--- config.mk ---
export PLATFORM = sky130hd
export DESIGN_NAME = vga_write_arbiter
export DESIGN_NICKNAME = d
export VERILOG_FILES = /design/src/rtl/vga_write_arbiter.sv
export SDC_FILE = /design/constraint.sdc
export NUM_CORES = 1
export LEC_CHECK = 0
export CAP_MARGIN = 10
export CORE_MARGIN = 3
export CORE_UTILIZATION = 45
export DETAILED_ROUTE_END_ITERATION = 8
export PLACE_DENSITY_LB_ADDON = 0.25
export SYNTH_ARGS = -nofsm -noshare
export SYNTH_HDL_FRONTEND = slang
export SYNTH_SLANG_ARGS = --single-unit
--- constraint.sdc ---
create_clock -name clk -period 3.2 [get_ports clk]
set_clock_uncertainty 0.05 [all_clocks]
set_input_delay 0.48 -clock clk [delete_from_list [all_inputs] [get_ports clk]]
set_output_delay 0.48 -clock clk [all_outputs]
set_load 0.02 [all_outputs]
--- src/rtl/vga_write_arbiter.sv ---
// vga_write_arbiter: hands the shared VGA adapter write port to one of three drawing
// requesters for a whole operation, in round-robin order, with a hold watchdog.
//
// state   | meaning
// ST_IDLE | no owner; arbitrate among pending requests (one turnaround cycle)
// ST_OWN  | owner_q holds the port; its pixels are registered to the adapter
module vga_write_arbiter #(
    parameter int X_W      = 8,
    parameter int Y_W      = 7,
    parameter int COLOUR_W = 3,
    parameter int MAX_HOLD = 20000,
    parameter int HOLD_W   = 15
) (
    input  logic                clk,
    input  logic                resetn,
    input  logic                req_0,
    input  logic                req_1,
    input  logic                req_2,
    input  logic                rel_0,
    input  logic                rel_1,
    input  logic                rel_2,
    input  logic [X_W-1:0]      x_0,
    input  logic [X_W-1:0]      x_1,
    input  logic [X_W-1:0]      x_2,
    input  logic [Y_W-1:0]      y_0,
    input  logic [Y_W-1:0]      y_1,
    input  logic [Y_W-1:0]      y_2,
    input  logic [COLOUR_W-1:0] colour_0,
    input  logic [COLOUR_W-1:0] colour_1,
    input  logic [COLOUR_W-1:0] colour_2,
    input  logic                plot_0,
    input  logic                plot_1,
    input  logic                plot_2,
    output logic                gnt_0,
    output logic                gnt_1,
    output logic                gnt_2,
    output logic [X_W-1:0]      vga_x,
    output logic [Y_W-1:0]      vga_y,
    output logic [COLOUR_W-1:0] vga_colour,
    output logic                vga_plot,
    output logic                busy,
    output logic                timeout
);

    localparam logic ST_IDLE = 1'b0;
    localparam logic ST_OWN  = 1'b1;
    localparam logic [HOLD_W-1:0] HOLD_LAST = HOLD_W'(MAX_HOLD - 1);

    logic                state_q, state_d;
    logic [1:0]          owner_q, owner_d;
    logic [1:0]          last_q, last_d;
    logic [HOLD_W-1:0]   hold_q, hold_d;
    logic [2:0]          gnt_q, gnt_d;
    logic [X_W-1:0]      x_q, x_d;
    logic [Y_W-1:0]      y_q, y_d;
    logic [COLOUR_W-1:0] colour_q, colour_d;
    logic                plot_q, plot_d;
    logic                timeout_q, timeout_d;

    logic [2:0] req_v;
    assign req_v = {req_2, req_1, req_0};

    logic                own_req, own_rel, own_plot;
    logic [X_W-1:0]      own_x;
    logic [Y_W-1:0]      own_y;
    logic [COLOUR_W-1:0] own_colour;

    always_comb begin
        own_req    = 1'b0;
        own_rel    = 1'b0;
        own_plot   = 1'b0;
        own_x      = '0;
        own_y      = '0;
        own_colour = '0;
        case (owner_q)
            2'd0: begin
                own_req = req_0; own_rel = rel_0; own_plot = plot_0;
                own_x = x_0; own_y = y_0; own_colour = colour_0;
            end
            2'd1: begin
                own_req = req_1; own_rel = rel_1; own_plot = plot_1;
                own_x = x_1; own_y = y_1; own_colour = colour_1;
            end
            2'd2: begin
                own_req = req_2; own_rel = rel_2; own_plot = plot_2;
                own_x = x_2; own_y = y_2; own_colour = colour_2;
            end
            default: ;
        endcase
    end

    // Rotate requests so bit 0 is the requester right after the last owner.
    logic [2:0] req_rot;
    always_comb begin
        case (last_q)
            2'd0:    req_rot = {req_v[0], req_v[2], req_v[1]};
            2'd1:    req_rot = {req_v[1], req_v[0], req_v[2]};
            default: req_rot = req_v;
        endcase
    end

    logic [1:0] pos;
    logic [2:0] pick_sum;
    logic [1:0] pick;
    logic       pick_vld;

    always_comb begin
        if (req_rot[0])      pos = 2'd0;
        else if (req_rot[1]) pos = 2'd1;
        else                 pos = 2'd2;
        pick_vld = |req_rot;
        pick_sum = {1'b0, last_q} + 3'd1 + {1'b0, pos};
        pick     = (pick_sum >= 3'd3) ? 2'(pick_sum - 3'd3) : pick_sum[1:0];
    end

    logic fin;

    always_comb begin
        state_d   = state_q;
        owner_d   = owner_q;
        last_d    = last_q;
        hold_d    = hold_q;
        gnt_d     = gnt_q;
        x_d       = x_q;
        y_d       = y_q;
        colour_d  = colour_q;
        plot_d    = 1'b0;
        timeout_d = timeout_q;
        fin       = 1'b0;
        case (state_q)
            ST_IDLE: begin
                if (pick_vld) begin
                    state_d      = ST_OWN;
                    owner_d      = pick;
                    hold_d       = '0;
                    gnt_d        = 3'b000;
                    gnt_d[pick]  = 1'b1;
                end
            end
            ST_OWN: begin
                x_d      = own_x;
                y_d      = own_y;
                colour_d = own_colour;
                // Release takes precedence over both a dropped request and the watchdog.
                if (own_rel) begin
                    plot_d = own_plot;
                    fin    = 1'b1;
                end else if (!own_req) begin
                    fin = 1'b1;
                end else begin
                    plot_d = own_plot;
                    if (hold_q == HOLD_LAST) begin
                        timeout_d = 1'b1;
                        fin       = 1'b1;
                    end else begin
                        hold_d = hold_q + HOLD_W'(1);
                    end
                end
                if (fin) begin
                    state_d = ST_IDLE;
                    gnt_d   = 3'b000;
                    last_d  = owner_q;
                end
            end
            default: begin
                state_d = ST_IDLE;
                gnt_d   = 3'b000;
            end
        endcase
    end

    always_ff @(posedge clk or negedge resetn) begin
        if (!resetn) begin
            state_q   <= ST_IDLE;
            owner_q   <= 2'd0;
            last_q    <= 2'd2;
            hold_q    <= '0;
            gnt_q     <= 3'b000;
            x_q       <= '0;
            y_q       <= '0;
            colour_q  <= '0;
            plot_q    <= 1'b0;
            timeout_q <= 1'b0;
        end else begin
            state_q   <= state_d;
            owner_q   <= owner_d;
            last_q    <= last_d;
            hold_q    <= hold_d;
            gnt_q     <= gnt_d;
            x_q       <= x_d;
            y_q       <= y_d;
            colour_q  <= colour_d;
            plot_q    <= plot_d;
            timeout_q <= timeout_d;
        end
    end

    assign gnt_0      = gnt_q[0];
    assign gnt_1      = gnt_q[1];
    assign gnt_2      = gnt_q[2];
    assign vga_x      = x_q;
    assign vga_y      = y_q;
    assign vga_colour = colour_q;
    assign vga_plot   = plot_q;
    assign busy       = |gnt_q;
    assign timeout    = timeout_q;

endmodule
# Word-level counts from Yosys, hierarchy flattened
# Index checks and enable logic that the tools add are counted.
[word_totals]
ram_bits = 0
romBits = 0
n_memories = 0
latchBits = 0
ff_bits = 43
output_inout_bits = 24
[op_classes]
n_lt_le_gt_ge = 3
n_bitwise = 2
n_div = 0
multipliers = 0
shift = 0
add_sub_neg = 4
eq_ne = 9
n_reduce_logical = 10
n_mux = 30
[ops]
columns = ["operator", "n"]
rows = [
  ["$mux 15", 4],
  ["$pmux 15 s2", 1],
  ["$pmux 8 s3", 1],
  ["$pmux 7 s3", 1],
  ["$add 15x1->15 const B", 1],
  ["$eq 15x15->1 const B", 1],
  ["$pmux 3 s2", 2],
  ["$mux 1", 10],
  ["$pmux 1 s3", 3],
  ["$pmux 3 s3", 1],
  ["$reduce_and 4->1", 2],
  ["$mux 2", 3],
  ["$mux 3", 2],
  ["$ne 2x2->1 const B", 3],
  ["$reduce_and 2->1", 3],
  ["$reduce_or 3->1", 2],
  ["$eq 2x1->1 const B", 2],
  ["$logic_not 2->1", 2],
  ["$ne 2x1->1 const B", 2],
  ["$add 2x1->3 const B", 1],
  ["$add 3x2->3", 1],
  ["$ge 3x2->1 const B", 1],
  ["$lt 2x3->1 const B", 1],
  ["$demux 1 s2", 1],
  ["6 further kinds", 7],
]

# Depth between registers and ports, before layout
[depth]
word_depth = 13
mapped_depth = 12

# Least setup slack after synthesis
# No wires, ideal clock.
[synth_path]
kind = "input to register"
from = "input req_1"
to = "register gnt_q[0]"
arrival_time_ps = 2345
required_time_ps = 3014
setup_slack_ps = 669
cell_stages = 11
n_path_buf = 0
path_cell_list = "inv_1 > nand2_1 > o22ai_1 > o21ai_0 > ha_1 > inv_1 > fa_1 > ha_1 > or3_1 > o21ai_0 > o32ai_1"
[synth_between]
elab_chain_cells = 12
[synth_rtl]
columns = ["element", "line_no", "text"]
rows = [
  ["start: declaration", "17", "input logic req_1,"],
  ["$pmux 3 s2", "95", "case (last_q)"],
  ["$mux 2", "109", "else if (req_rot[1]) pos = 2'd1;"],
  ["$mux 2", "108", "if (req_rot[0]) pos = 2'd0;"],
  ["$add 3x2->3", "112", "pick_sum = {1'b0, last_q} + 3'd1 + {1'b0, pos};"],
  ["$ge 3x2->1 or $sub 2x2->2 (tied branches)", "113", "pick = (pick_sum >= 3'd3) ? 2'(pick_sum - 3'd3) : pick_sum[1:0];"],
  ["$mux 2", "113", ""],
  ["$lt 2x3->1 (implied by the code) or $ge 2x1->1 (tied branches)", "137", "gnt_d[pick] = 1'b1;"],
  ["$logic_and 1x1->1 (implied by the code)", "137", ""],
  ["$mux 1 (implied by the code)", "137", ""],
  ["$demux 1 s2", "137", ""],
  ["$mux 3", "132", "if (pick_vld) begin"],
  ["$pmux 3 s2", "130", "case (state_q)"],
  ["end signal: assignment", "189", "gnt_q <= gnt_d;"],
  ["end: declaration", "53", "logic [2:0] gnt_q, gnt_d;"],
]
# Several ways; a longest one is shown, not always the timed one. The select of a mux whose other input is x is not followed.
# A chain may end at the register's enable or synchronous reset.

# Worst setup path after layout
[layout_path]
from = "input req_0"
to = "register gnt_q[0]"
[layout_between]
elab_chain_cells = 12
[layout_rtl]
columns = ["element", "line_no", "text"]
rows = [
  ["start: declaration", "16", "input logic req_0,"],
  ["$pmux 3 s2", "95", ""],
  ["$mux 2", "109", ""],
  ["$mux 2", "108", ""],
  ["$add 3x2->3", "112", ""],
  ["$ge 3x2->1 or $sub 2x2->2 (tied branches)", "113", ""],
  ["$mux 2", "113", ""],
  ["$lt 2x3->1 (implied by the code) or $ge 2x1->1 (tied branches)", "137", ""],
  ["$logic_and 1x1->1 (implied by the code)", "137", ""],
  ["$mux 1 (implied by the code)", "137", ""],
  ["$demux 1 s2", "137", ""],
  ["$mux 3", "132", ""],
  ["$pmux 3 s2", "130", ""],
]
# Several ways; a longest one is shown, not always the timed one. The select of a mux whose other input is x is not followed.

==> flow_metrics.env <==
export IMPL_outcome="finished, final reports clean"
export IMPL_report_final_slew_viol_count=0
export IMPL_ctsHoldBuffers=0
export IMPL_async_flop_share_pct=100
export IMPL_die_area_sq_um=6450
export IMPL_period_minus_slack_ps=2980
export IMPL_worst_pin_slew_ps=1160
export IMPL_root_buffer="clkbuf_8"
export IMPL_syn_to_final_growth_pct=40.4
export IMPL_placed_cells=433
export IMPL_synth_xor_area_share_pct=0
export IMPL_synth_cell_types=38
export IMPL_synth_mux_area_share_pct=11.8
export IMPL_ys_warnings_count=0
export IMPL_arrival_ps=3120
export IMPL_min_delay_path_class="in -> async"
export IMPL_antenna_left=0
export IMPL_dr_max_layer_used="met4"
export IMPL_die_width_microns=80.3
export IMPL_post_cts_buffers=0
export IMPL_netlist_instances=286
export IMPL_place_hpwl_mm=4.83
export IMPL_grt_setup_unrepaired="no"
export IMPL_tns_ps=0
export IMPL_fp_coreArea_sq_um=5240
export IMPL_syn_area_sq_um=2480
export IMPL_synth_avg_cell_area_sq_um=8.69
export IMPL_required_ps=3340
export IMPL_insertion_delay_ps=290
export IMPL_synth_top_area_share_pct=42.3
export IMPL_reg2reg_slack_ps=560
export IMPL_relSlewSlack_pct=22.6
export IMPL_r2r_cells=11
export IMPL_post_synth_top_count_cell="a21oi_1"
export IMPL_synth_top_cells_by_area="dfrtp_1 42%, mux2i_1 10%, a21oi_1 9.3%"
export IMPL_final_area_sq_um=3490
export IMPL_io_buffers=88
export IMPL_grt_usage_pct=20.8
export IMPL_wl_per_cell_microns=14.7
export IMPL_maxCapViolCount=0
export IMPL_critPathKind="in -> reg"
export IMPL_synth_commonest_cells="46 x a21oi_1, 45 x nor2_1, 42 x dfrtp_1"
export IMPL_vias=2382
export IMPL_powerDensity_nw_per_um2=860
export IMPL_fin_cells=441
export IMPL_clock_sinks=43
export IMPL_drt_pass1_iterations=4
export IMPL_io_pins=89
export IMPL_cts_tree="built"
export IMPL_end_kind="register"
export IMPL_clockBufferDepth=2
export IMPL_yosysTopAreaCell="dfrtp_1"
export IMPL_wl_mm=6.47
export IMPL_cts_buffers_inserted=5
export IMPL_start_util_pct=47.4
export IMPL_fin_util_pct=66.6
export IMPL_irDropWorstVdd_mv=0.513
export IMPL_finalWeightedCongestion=0.806
export IMPL_synth_seq_area_share_pct=43.4
export IMPL_synth_seq_cells=43
export IMPL_grt_pass1_wl_mm=10.6
export IMPL_drtIter0Drc=148
export IMPL_yosys_area_share_simple_pct=19.6
export IMPL_viasPerCell=5.40
export IMPL_p_total_uw=3000
export IMPL_synth_edff_count=0
export IMPL_finalHoldViolCount=0
export IMPL_synth_top_family_by_area="simple AND/OR/NAND/NOR gates"
export IMPL_row_count=26
export IMPL_drive_above_1_share_pct=5.93
export IMPL_grt_pass1_vias=2301
export IMPL_cp_start_kind="input pin"
export IMPL_ys_flop_type="dfrtp_1"
export IMPL_fp_dieH_microns=80.3
export IMPL_clkTransAtPathRegs_ps=80
export IMPL_max_freq_mhz=336
export IMPL_cp_max_fo=5
export IMPL_grt_max_degree=44
export IMPL_m1WireLength_mm=2.75
export IMPL_route_met2_wl_mm=3.26
export IMPL_cts_resized=0
export IMPL_setup_violations_final=0
export IMPL_route_met3_wl_microns=411
export IMPL_htreeDepth=2
export IMPL_post_dp_cell_area_sq_um=3400
export IMPL_synth_compound_area_share_pct=17.6
export IMPL_grt_antenna_before_repair=0
export IMPL_gr_total_overflow=0
export IMPL_fin_nets=439
export IMPL_diodes=0
export IMPL_p_leak_uw=0.00150
export IMPL_min_period_over_period_pct=93.0
export IMPL_synthesis_nets=355
export IMPL_synthAdderAreaFrac_pct=2.32
export IMPL_drcViolationCount=0
==> layout by cell type, fill, tap and decap left out, drive strengths merged, types with 2 or more instances in the layout <==
master         count
a31oi              2
or3                5
nand2             22
nor3               8
o32ai              2
a21oi             46
o31ai              2
o21ai             14
inv               13
and4b              2
clkinv             3
dfrtp             42
mux2i             26
nor2              45
mux2               3
and3               5
clkdlybuf4s50     87
buf                6
ha                 3
nand3             12
clkbuf             5
o2bb2ai            2
nand4              3
==> critical path, cell delays in order <==
cell and delay, ps:
clkdlybuf4s50_1 550, nand2_1 110, o22ai_1 160, o21ai_0 100, ha_1 180, inv_1 60, fa_1 420, ha_1 210
or3_1 320, o21ai_1 190, inv_1 70, o32ai_1 250
==> final cells by class <==
type / instances / area, sq um
inverter: 13 / 48.8
clock inverter: 3 / 15.0
tap: 70 / 87.6
fill: 426 / 1750
sequential: 43 / 1080
timing repair buffer: 93 / 913
clock buffer: 5 / 68.8
multi-input combinational: 214 / 1280
==> state kept, by name, summed over array words and instances, names as in the netlist <==
| name | count |
|---|---|
| timeout | 1 |
| hold_q | 15 |
| owner_q | 2 |
| state_q | 1 |
| vga_plot | 1 |
| vga_colour | 3 |
| gnt_q | 3 |
| vga_x | 8 |
| vga_y | 7 |
| last_q | 2 |
==> layer usage <==
layer,GRT usage (%),vias to the layer above
met2,37.6,63
li1,-,1180
met1,24.1,1134
met5,0,-
met4,5.41,0
met3,5.72,5
==> cells by family (layout without fill, tap and decap cells) <==
group | after synthesis | after routing
flops | 43 | 43
fa+ha+maj | 4 | 4
simple gates | 106 | 106
mux | 29 | 29
buf+inv | 29 | 114
compound gates | 75 | 75
==> worst paths after layout <==
kind | from | end
min | resetn | hold_q[1]$_DFFE_PN0P_
max in group asynchronous | resetn | vga_colour[0]$_DFFE_PN0P_
min in group clk | timeout$_DFFE_PN0P_ | timeout$_DFFE_PN0P_
min reg2reg | timeout$_DFFE_PN0P_ | timeout$_DFFE_PN0P_
max | req_0 | gnt_q[0]$_DFFE_PN0P_
max reg2reg | last_q[0]$_DFFE_PN0P_ | gnt_q[0]$_DFFE_PN0P_
==> power by group <==
group | switching [uW] | internal [uW]
Sequential | 125 | 736
Clock | 185 | 150
Combinational | 1010 | 791
Total | 1320 | 1680
==> stage by stage <==
| step | hold WS (ps) | setup WS [ps] |
|---|---|---|
| after floorplan | 134 | 669 |
| after global placement | 408 | 93.0 |
| after detailed placement | 410 | -139 |
| after CTS | 307 | 199 |
| after global routing | 338 | 8.89 |
| final | 273 | 224 |
(Power assumes the default switching activity.)
